### src/rtl/modbus_uart_rx_pkg.sv
// Shared definitions for the Modbus RTU serial link: character receive FSM
// states, link-level receive/send states and framing defaults.
package modbus_uart_rx_pkg;

  localparam int DEFAULT_CLKS_PER_BIT = 16;
  localparam int CHAR_BITS            = 11;
  // 3.5 characters of 11 bits, rounded up to whole bit-times
  localparam int DEFAULT_SILENCE_BITS = 39;

  typedef enum logic [2:0] {
    IDLE,
    START,
    DATA,
    PARITY,
    STOP,
    WAIT_HIGH
  } rx_state_e;

  typedef enum logic [1:0] {
    RCV_IDLE,
    RCV_RECEIVING,
    RCV_CHECKING
  } rcv_state_e;

  typedef enum logic [1:0] {
    SND_IDLE,
    SND_EMITTING,
    SND_SILENCE
  } snd_state_e;

  function automatic logic parity_mismatch(input logic [7:0] data,
                                           input logic       pbit,
                                           input logic       odd);
    return ((^data) ^ pbit) != odd;
  endfunction

endpackage

### src/rtl/sync2.sv
// Two-flop synchronizer for a single asynchronous input; the reset value
// lets idle-high lines come out of reset without a spurious edge.
module sync2 #(
  parameter logic RESET_VAL = 1'b0
) (
  input  logic clk,
  input  logic rst,
  input  logic d,
  output logic q
);

  logic meta;

  always_ff @(posedge clk or negedge rst) begin
    if (!rst) begin
      meta <= RESET_VAL;
      q    <= RESET_VAL;
    end else begin
      meta <= d;
      q    <= meta;
    end
  end

endmodule

### src/rtl/modbus_uart_rx.sv
// Modbus RTU character receiver: samples the serial line mid-bit, holds one
// byte for the consumer and flags parity/framing errors, overruns and silence.
module modbus_uart_rx
  import modbus_uart_rx_pkg::*;
#(
  parameter int CLKS_PER_BIT = DEFAULT_CLKS_PER_BIT,
  parameter int PARITY_EN    = 1,
  parameter int PARITY_ODD   = 0,
  parameter int SILENCE_BITS = DEFAULT_SILENCE_BITS
) (
  input  logic       clk,
  input  logic       rst,
  input  logic       rxd,
  output logic [8:0] dataIn,
  output logic       dataReceived,
  output logic       parityError,
  output logic       overflow,
  output logic       silence,
  input  logic       receiveReq
);

  localparam int TW = $clog2(CLKS_PER_BIT) + 1;
  localparam int SW = $clog2(SILENCE_BITS + 1);
  localparam logic [TW-1:0] FULL_BIT = TW'(CLKS_PER_BIT);
  localparam logic [TW-1:0] HALF_BIT = TW'(CLKS_PER_BIT / 2);
  localparam logic [SW-1:0] SIL_MAX  = SW'(SILENCE_BITS);

  rx_state_e     state;
  logic          rx_s;
  logic [TW-1:0] timer;
  logic [2:0]    bit_cnt;
  logic [7:0]    shreg;
  logic          pbit;
  logic [SW-1:0] sil_cnt;
  logic          req_q;
  logic          expire;
  logic          ack;
  logic          load;
  logic          perr;

  function automatic logic [SW-1:0] sat_inc(input logic [SW-1:0] v);
    return (v >= SIL_MAX) ? SIL_MAX : v + SW'(1);
  endfunction

  sync2 #(
    .RESET_VAL(1'b1)
  ) u_rxd_sync (
    .clk(clk),
    .rst(rst),
    .d  (rxd),
    .q  (rx_s)
  );

  assign expire = (timer == TW'(1));
  assign ack    = receiveReq & ~req_q;
  assign load   = (state == STOP) && expire;
  assign perr   = (PARITY_EN != 0) && parity_mismatch(shreg, pbit, (PARITY_ODD != 0));

  always_ff @(posedge clk or negedge rst) begin
    if (!rst) begin
      state   <= IDLE;
      timer   <= '0;
      bit_cnt <= '0;
      shreg   <= '0;
      pbit    <= 1'b0;
      sil_cnt <= '0;
      silence <= 1'b0;
    end else begin
      unique case (state)
        IDLE: begin
          if (!rx_s) begin
            state   <= START;
            timer   <= HALF_BIT;
            sil_cnt <= '0;
            silence <= 1'b0;
          end else if (timer == '0) begin
            // only reachable straight out of reset: start the first bit-time
            timer <= FULL_BIT;
          end else if (expire) begin
            timer   <= FULL_BIT;
            sil_cnt <= sat_inc(sil_cnt);
            silence <= (sat_inc(sil_cnt) == SIL_MAX);
          end else begin
            timer <= timer - TW'(1);
          end
        end
        START: begin
          if (expire) begin
            timer   <= FULL_BIT;
            bit_cnt <= '0;
            pbit    <= 1'b0;
            state   <= rx_s ? IDLE : DATA;
          end else begin
            timer <= timer - TW'(1);
          end
        end
        DATA: begin
          if (expire) begin
            timer   <= FULL_BIT;
            shreg   <= {rx_s, shreg[7:1]};
            bit_cnt <= bit_cnt + 3'd1;
            if (bit_cnt == 3'd7) state <= (PARITY_EN != 0) ? PARITY : STOP;
          end else begin
            timer <= timer - TW'(1);
          end
        end
        PARITY: begin
          if (expire) begin
            timer <= FULL_BIT;
            pbit  <= rx_s;
            state <= STOP;
          end else begin
            timer <= timer - TW'(1);
          end
        end
        STOP: begin
          if (expire) begin
            // silence is measured from the stop-bit sample
            timer   <= FULL_BIT;
            sil_cnt <= '0;
            silence <= 1'b0;
            state   <= rx_s ? IDLE : WAIT_HIGH;
          end else begin
            timer <= timer - TW'(1);
          end
        end
        WAIT_HIGH: begin
          if (rx_s) begin
            timer <= FULL_BIT;
            state <= IDLE;
          end
        end
        default: state <= IDLE;
      endcase
    end
  end

  always_ff @(posedge clk or negedge rst) begin
    if (!rst) begin
      dataIn       <= '0;
      dataReceived <= 1'b0;
      parityError  <= 1'b0;
      overflow     <= 1'b0;
      req_q        <= 1'b0;
    end else begin
      req_q <= receiveReq;
      if (load) begin
        // a new byte always wins over a coincident acknowledge
        dataIn       <= {pbit, shreg};
        parityError  <= perr | ~rx_s;
        dataReceived <= 1'b1;
        overflow     <= ~ack & (overflow | dataReceived);
      end else if (ack) begin
        dataReceived <= 1'b0;
        overflow     <= 1'b0;
      end
    end
  end

endmodule

### config.mk
export PLATFORM = sky130hd
export DESIGN_NAME = modbus_uart_rx
export DESIGN_NICKNAME = d
export VERILOG_FILES = /design/src/rtl/modbus_uart_rx_pkg.sv /design/src/rtl/sync2.sv /design/src/rtl/modbus_uart_rx.sv
export SDC_FILE = /design/constraint.sdc
export NUM_CORES = 1
export LEC_CHECK = 0
export CAP_MARGIN = 20
export CORE_ASPECT_RATIO = 0.7
export CORE_MARGIN = 8
export CORE_UTILIZATION = 52
export DETAILED_ROUTE_END_ITERATION = 10
export GPL_TIMING_DRIVEN = 0
export PLACE_DENSITY = 0.75
export SYNTH_ARGS = -nofsm -noshare
export SYNTH_HDL_FRONTEND = slang
export SYNTH_SLANG_ARGS = --single-unit
### constraint.sdc
create_clock -name clk -period 2.07 [get_ports clk]
set_input_delay 0.3105 -clock clk [delete_from_list [all_inputs] [get_ports clk]]
set_output_delay 0.3105 -clock clk [all_outputs]
set_load 0.01 [all_outputs]
## After elaboration in Yosys (flattened, before gate mapping)

Index checks and enable logic that the tools add are counted.

- Input bits: 4
- Register bits: 42

- Bitwise logic cells: 8
- Add/sub/neg operators: 3
- Reduce and logical (&&, ||, !) cells: 16
- Eq/ne operators: 17
- Order comparisons: 1
- Mux-type cells: 34

Operators with widths:

| kind | count |
|---|---|
| $mux 3 | 10 |
| $mux 6 | 5 |
| $mux 5 | 4 |
| $pmux 3 s6 | 1 |
| $pmux 5 s3 | 1 |
| $ne 2x2->1 const B | 6 |
| $pmux 6 s2 | 1 |
| $eq 3x3->1 const B | 3 |
| $mux 1 | 8 |
| $reduce_bool 2->1 | 4 |
| $reduce_xor 8->1 | 1 |
| $reduce_and 7->1 | 1 |
| $add 6x1->6 const B | 1 |
| $eq 3x2->1 const B | 2 |
| $eq 6x6->1 const B | 1 |
| $ge 6x6->1 const B | 1 |
| $ne 3x3->1 const B | 2 |
| $pmux 3 s2 | 1 |
| $reduce_and 3->1 | 2 |
| $eq 5x1->1 const B | 1 |
| $logic_not 5->1 | 1 |
| $sub 5x1->5 const B | 1 |
| $pmux 1 s2 | 2 |
| $reduce_and 2->1 | 2 |
| other kinds (13) | 17 |

## Longest topological paths before layout

- Word-level depth: 7
- Depth in mapped cells: 8

## Modules after synthesis

A second synthesis with hierarchy kept.

- Cells, all modules: 221
- Area total of the unflattened synthesis: 2205.9 um2

Modules (own cells, without submodules):

| module | area each (um2) | cells each | instances | seq. area each (um2) |
|---|---|---|---|---|
| modbus_uart_rx | 2153.3 | 219 | 1 | 1001.0 |
| sync2 | 52.6 | 2 | 1 | 52.6 |

## Worst setup path after synthesis

Ideal clock, no wire load.

- Path type: flip-flop to flip-flop
- Start: register timer[1]
- End: register shreg[0]
- Data arrival time: 1968 ps
- Data required time: 1945 ps
- Stages on the path, launching flop included: 9
- Slack: -23 ps
- Cell sequence: dfrtp_1 -> inv_1 -> ha_1 -> or4b_1 -> buf_2 -> nor3_2 -> and2_1 -> buf_2 -> mux2_2

- Longest elaborated chain between the ends: 2

Ends and longest elaborated chain:

| item | line | text |
|---|---|---|
| from (decl) | modbus_uart_rx.sv:30 | `logic [TW-1:0] timer;` |
| from (signal assigned) | modbus_uart_rx.sv:84 | `timer <= timer - TW'(1);` |
| from (signal assigned) | modbus_uart_rx.sv:94 | `timer <= timer - TW'(1);` |
| from (signal assigned) | modbus_uart_rx.sv:104 | `timer <= timer - TW'(1);` |
| $eq 5x1->1 | modbus_uart_rx.sv:54 | `assign expire = (timer == TW'(1));` |
| $reduce_and 2->1 (no line) | n/a |  |
| to (signal assigned) | modbus_uart_rx.sv:100 | `shreg <= {rx_s, shreg[7:1]};` |
| to (decl) | modbus_uart_rx.sv:32 | `logic [7:0] shreg;` |

Every way passes these cells.
A chain may end at the register's enable or synchronous reset.

## Worst setup path after layout

- Start: register timer[2]
- End: register shreg[2]

The elaborated chain is that of the path after synthesis.

==> results.cfg <==
[status]
status = finished clean

[detailed_routing]
wire_per_inst_um = 15.8
initialDrtViolationCount = 105
routed-via-count = 1768
drcViolationCount = 0
antenna_left = 0
drt_first_pass_iters = 4
routed_wl_mm = 4.90
viasPerCell = 5.70

[final_layout]
mostFrequentLayoutCells = 40 x nand2_1, 39 x dfrtp_1, 15 x clkdlybuf4s50_1, 12 x clkbuf_1, 12 x a21oi_1
fin_cells = 310
n_antenna_cell = 0
post-route-util_pct = 66.6
final_common_cell = nand2_1
area_growth_syn_to_layout_pct = 21.2
nNetsFinal = 267
drive_gt1_share_pct = 16.7

[yosys]
netlist_area_um2 = 2190
syn_nets = 235
synth-edff-count = 0
syn_avg_cell_area_um2 = 9.75
yosysWarnings = 0
ys_types = 48
synth-seq-cells = 42
synth_ff_type = dfrtp_1
ys_seq_area_share_pct = 48.0
synthCells = 225
ys_async_sr_fraction_pct = 100

[floorplanning]
die_h_um = 70.3
core_um2 = 3990
row_count = 19
io_pins = 17
fp.dieW_um = 93.6
die-area_um2 = 6590
initial_core_util_pct = 54.9

[sta]
drv_slew = 0
final-setup-viol-count = 0
finalCritPeriodShare_pct = 96.0
timing.final.ws_setup_ns = 0.0818
slew_headroom_pct = 67.4
fmax_mhz = 503
tightestPinTransition_ns = 0.489
rsz0062_at_grt = false
period_minus_slack_ns = 1.99
hold_violations = 0
whs_ns = 0.364
fin_skew_ns = 0.00479

[clock_tree]
root_buffer = clkbuf_8
numCtsBuffers = 5
cts.sinks = 42
cts_tree = done
cts.clk_slew.worst_paths_ns = 0.08
clkLatencyLatePin_ns = 0.29
cts_buffer_depth = 2
h-tree-depth = 2

[flow_run]
max-cap-violations = 0

[power_and_ir_drop]
p_total_w = 0.00261
ir_worst_vdd_uv = 725
p_per_area_nw_per_um2 = 981
p_leak_nw = 1.25

[setup_path]
r2r_setup_slack_ns = 0.08
r2r-start = timer[2]
cp.required_ns = 2.25
path_cells = or4b_4 -> nor3_4 -> and2_4 -> mux2_2
cpMaxStageDelayCell = or4b_4
worst-path-max-fanout = 8
path_class = flop to flop
r2r-end = shreg[2]
end_kind = flop
ff2ff_path_depth = 4
cp_slowest_stage_delay_ns = 0.65
crit_path_start_kind = flop
crit_start = timer[2]
cp_data_arrival_time_ns = 2.17

[hold_path]
hold_path.startpoint = u_rxd_sync.meta
whs_endpoint = u_rxd_sync.q
hold_depth = 0
hp-class = flop to flop

[placed_design]
place.gp.congestion = 0.832
io_buffers = 16
dp.cells = 294
pre_cts_ws_ns = -0.236
hpwl_mm = 3.43

[grt]
gr-usage-all-layers_pct = 15.5
grt_pass1_wl_mm = 8.19
first_global_vias = 1648
antenna_found_initial = 0
grt_overflow = 0
grt_max_degree = 28
## layout make-up
cell class	instances	area (µm²)
Fill cell	314	1340
Multi-Input combinational cell	162	1120
Sequential cell	42	1050
Timing Repair Buffer	27	253
Clock buffer	7	86.3
Tap cell	52	65.1
Buffer	11	41.3
Inverter	8	30.0
Clock inverter	1	5.00
## critical path: cells and delay by family (launching register included)
kind	cells	cell delay (ns)
flip-flops	1	0.48
multiplexers	1	0.35
AND/OR/NAND/NOR	3	1.04
## logic make-up after synthesis
family	Yosys count	synth area share, %
simple gates	85	19.5
compound gates	53	16.4
flops	42	48.0
buf+inv	21	3.71
mux	11	5.53
xor+xnor	7	3.42
fa+ha+maj	6	3.42
## worst max-delay path by stage
stage	to	slack (ns)	cells after the start
detailed placement	shreg[4]	-0.24	8
floorplan	shreg[0]	0.01	8
finish	shreg[2]	0.08	4
CTS	shreg[4]	-0.04	8
global route	shreg[2]	0.02	6
global placement	shreg[2]	-0.38	1
## cell usage after synthesis, drive strengths merged (4+ instances only)
master	number	area (µm²)
nand2b	5	31.3
a21oi	12	60.1
clkbuf	11	41.3
and2	4	25.0
a22o	7	61.3
dfrtp	40	1000
ha	6	75.1
nor2	12	47.6
inv	8	30.0
nand2	40	150
o21ai	10	50.1
nand3	5	25.0
xnor2	4	35.0
nor2b	4	25.0
mux2	9	101
## routing by layer
layer | wire length [µm] | vias up | GRT usage (%)
li1 | - | 855 | -
met1 | 2570 | 880 | 23.3
met2 | 2060 | 28 | 20.6
met3 | 227 | 5 | 4.06
met4 | 38 | 0 | 4.73
met5 | 0 | - | 0
## state kept, by name, summed over array words and instances, names as in the netlist, 3 cells and up
register and flops:
dataIn 9, timer 5, shreg 8, bit_cnt 3, state 3, sil_cnt 6
## through the flow
stage | area (µm²) | setup TNS [ns]
after global placement | 2420 | -17.24
after floorplan | 2200 | 0
after global routing | 2660 | 0
after detailed placement | 2440 | -3.06
after CTS | 2630 | -0.215
final | 2660 | 0
## power by group
part | internal [W] | switching, W
clock | 0.000269 | 0.000275
sequential | 0.000950 | 0.000147
combinational | 0.000469 | 0.000499
total | 0.00169 | 0.000921
## repair_timing
action | 4_1_cts | 5_1_grt
pin swaps | 2 | 1
gates cloned | 0 | 0
endpoints found under the setup margin | 24 | 31
gates resized for setup | 12 | 5
setup buffers | 6 | 3
hold buffers | 1 | 0
hold endpoints to repair | 13 | 0
Power figures use the tool's default switching activity.
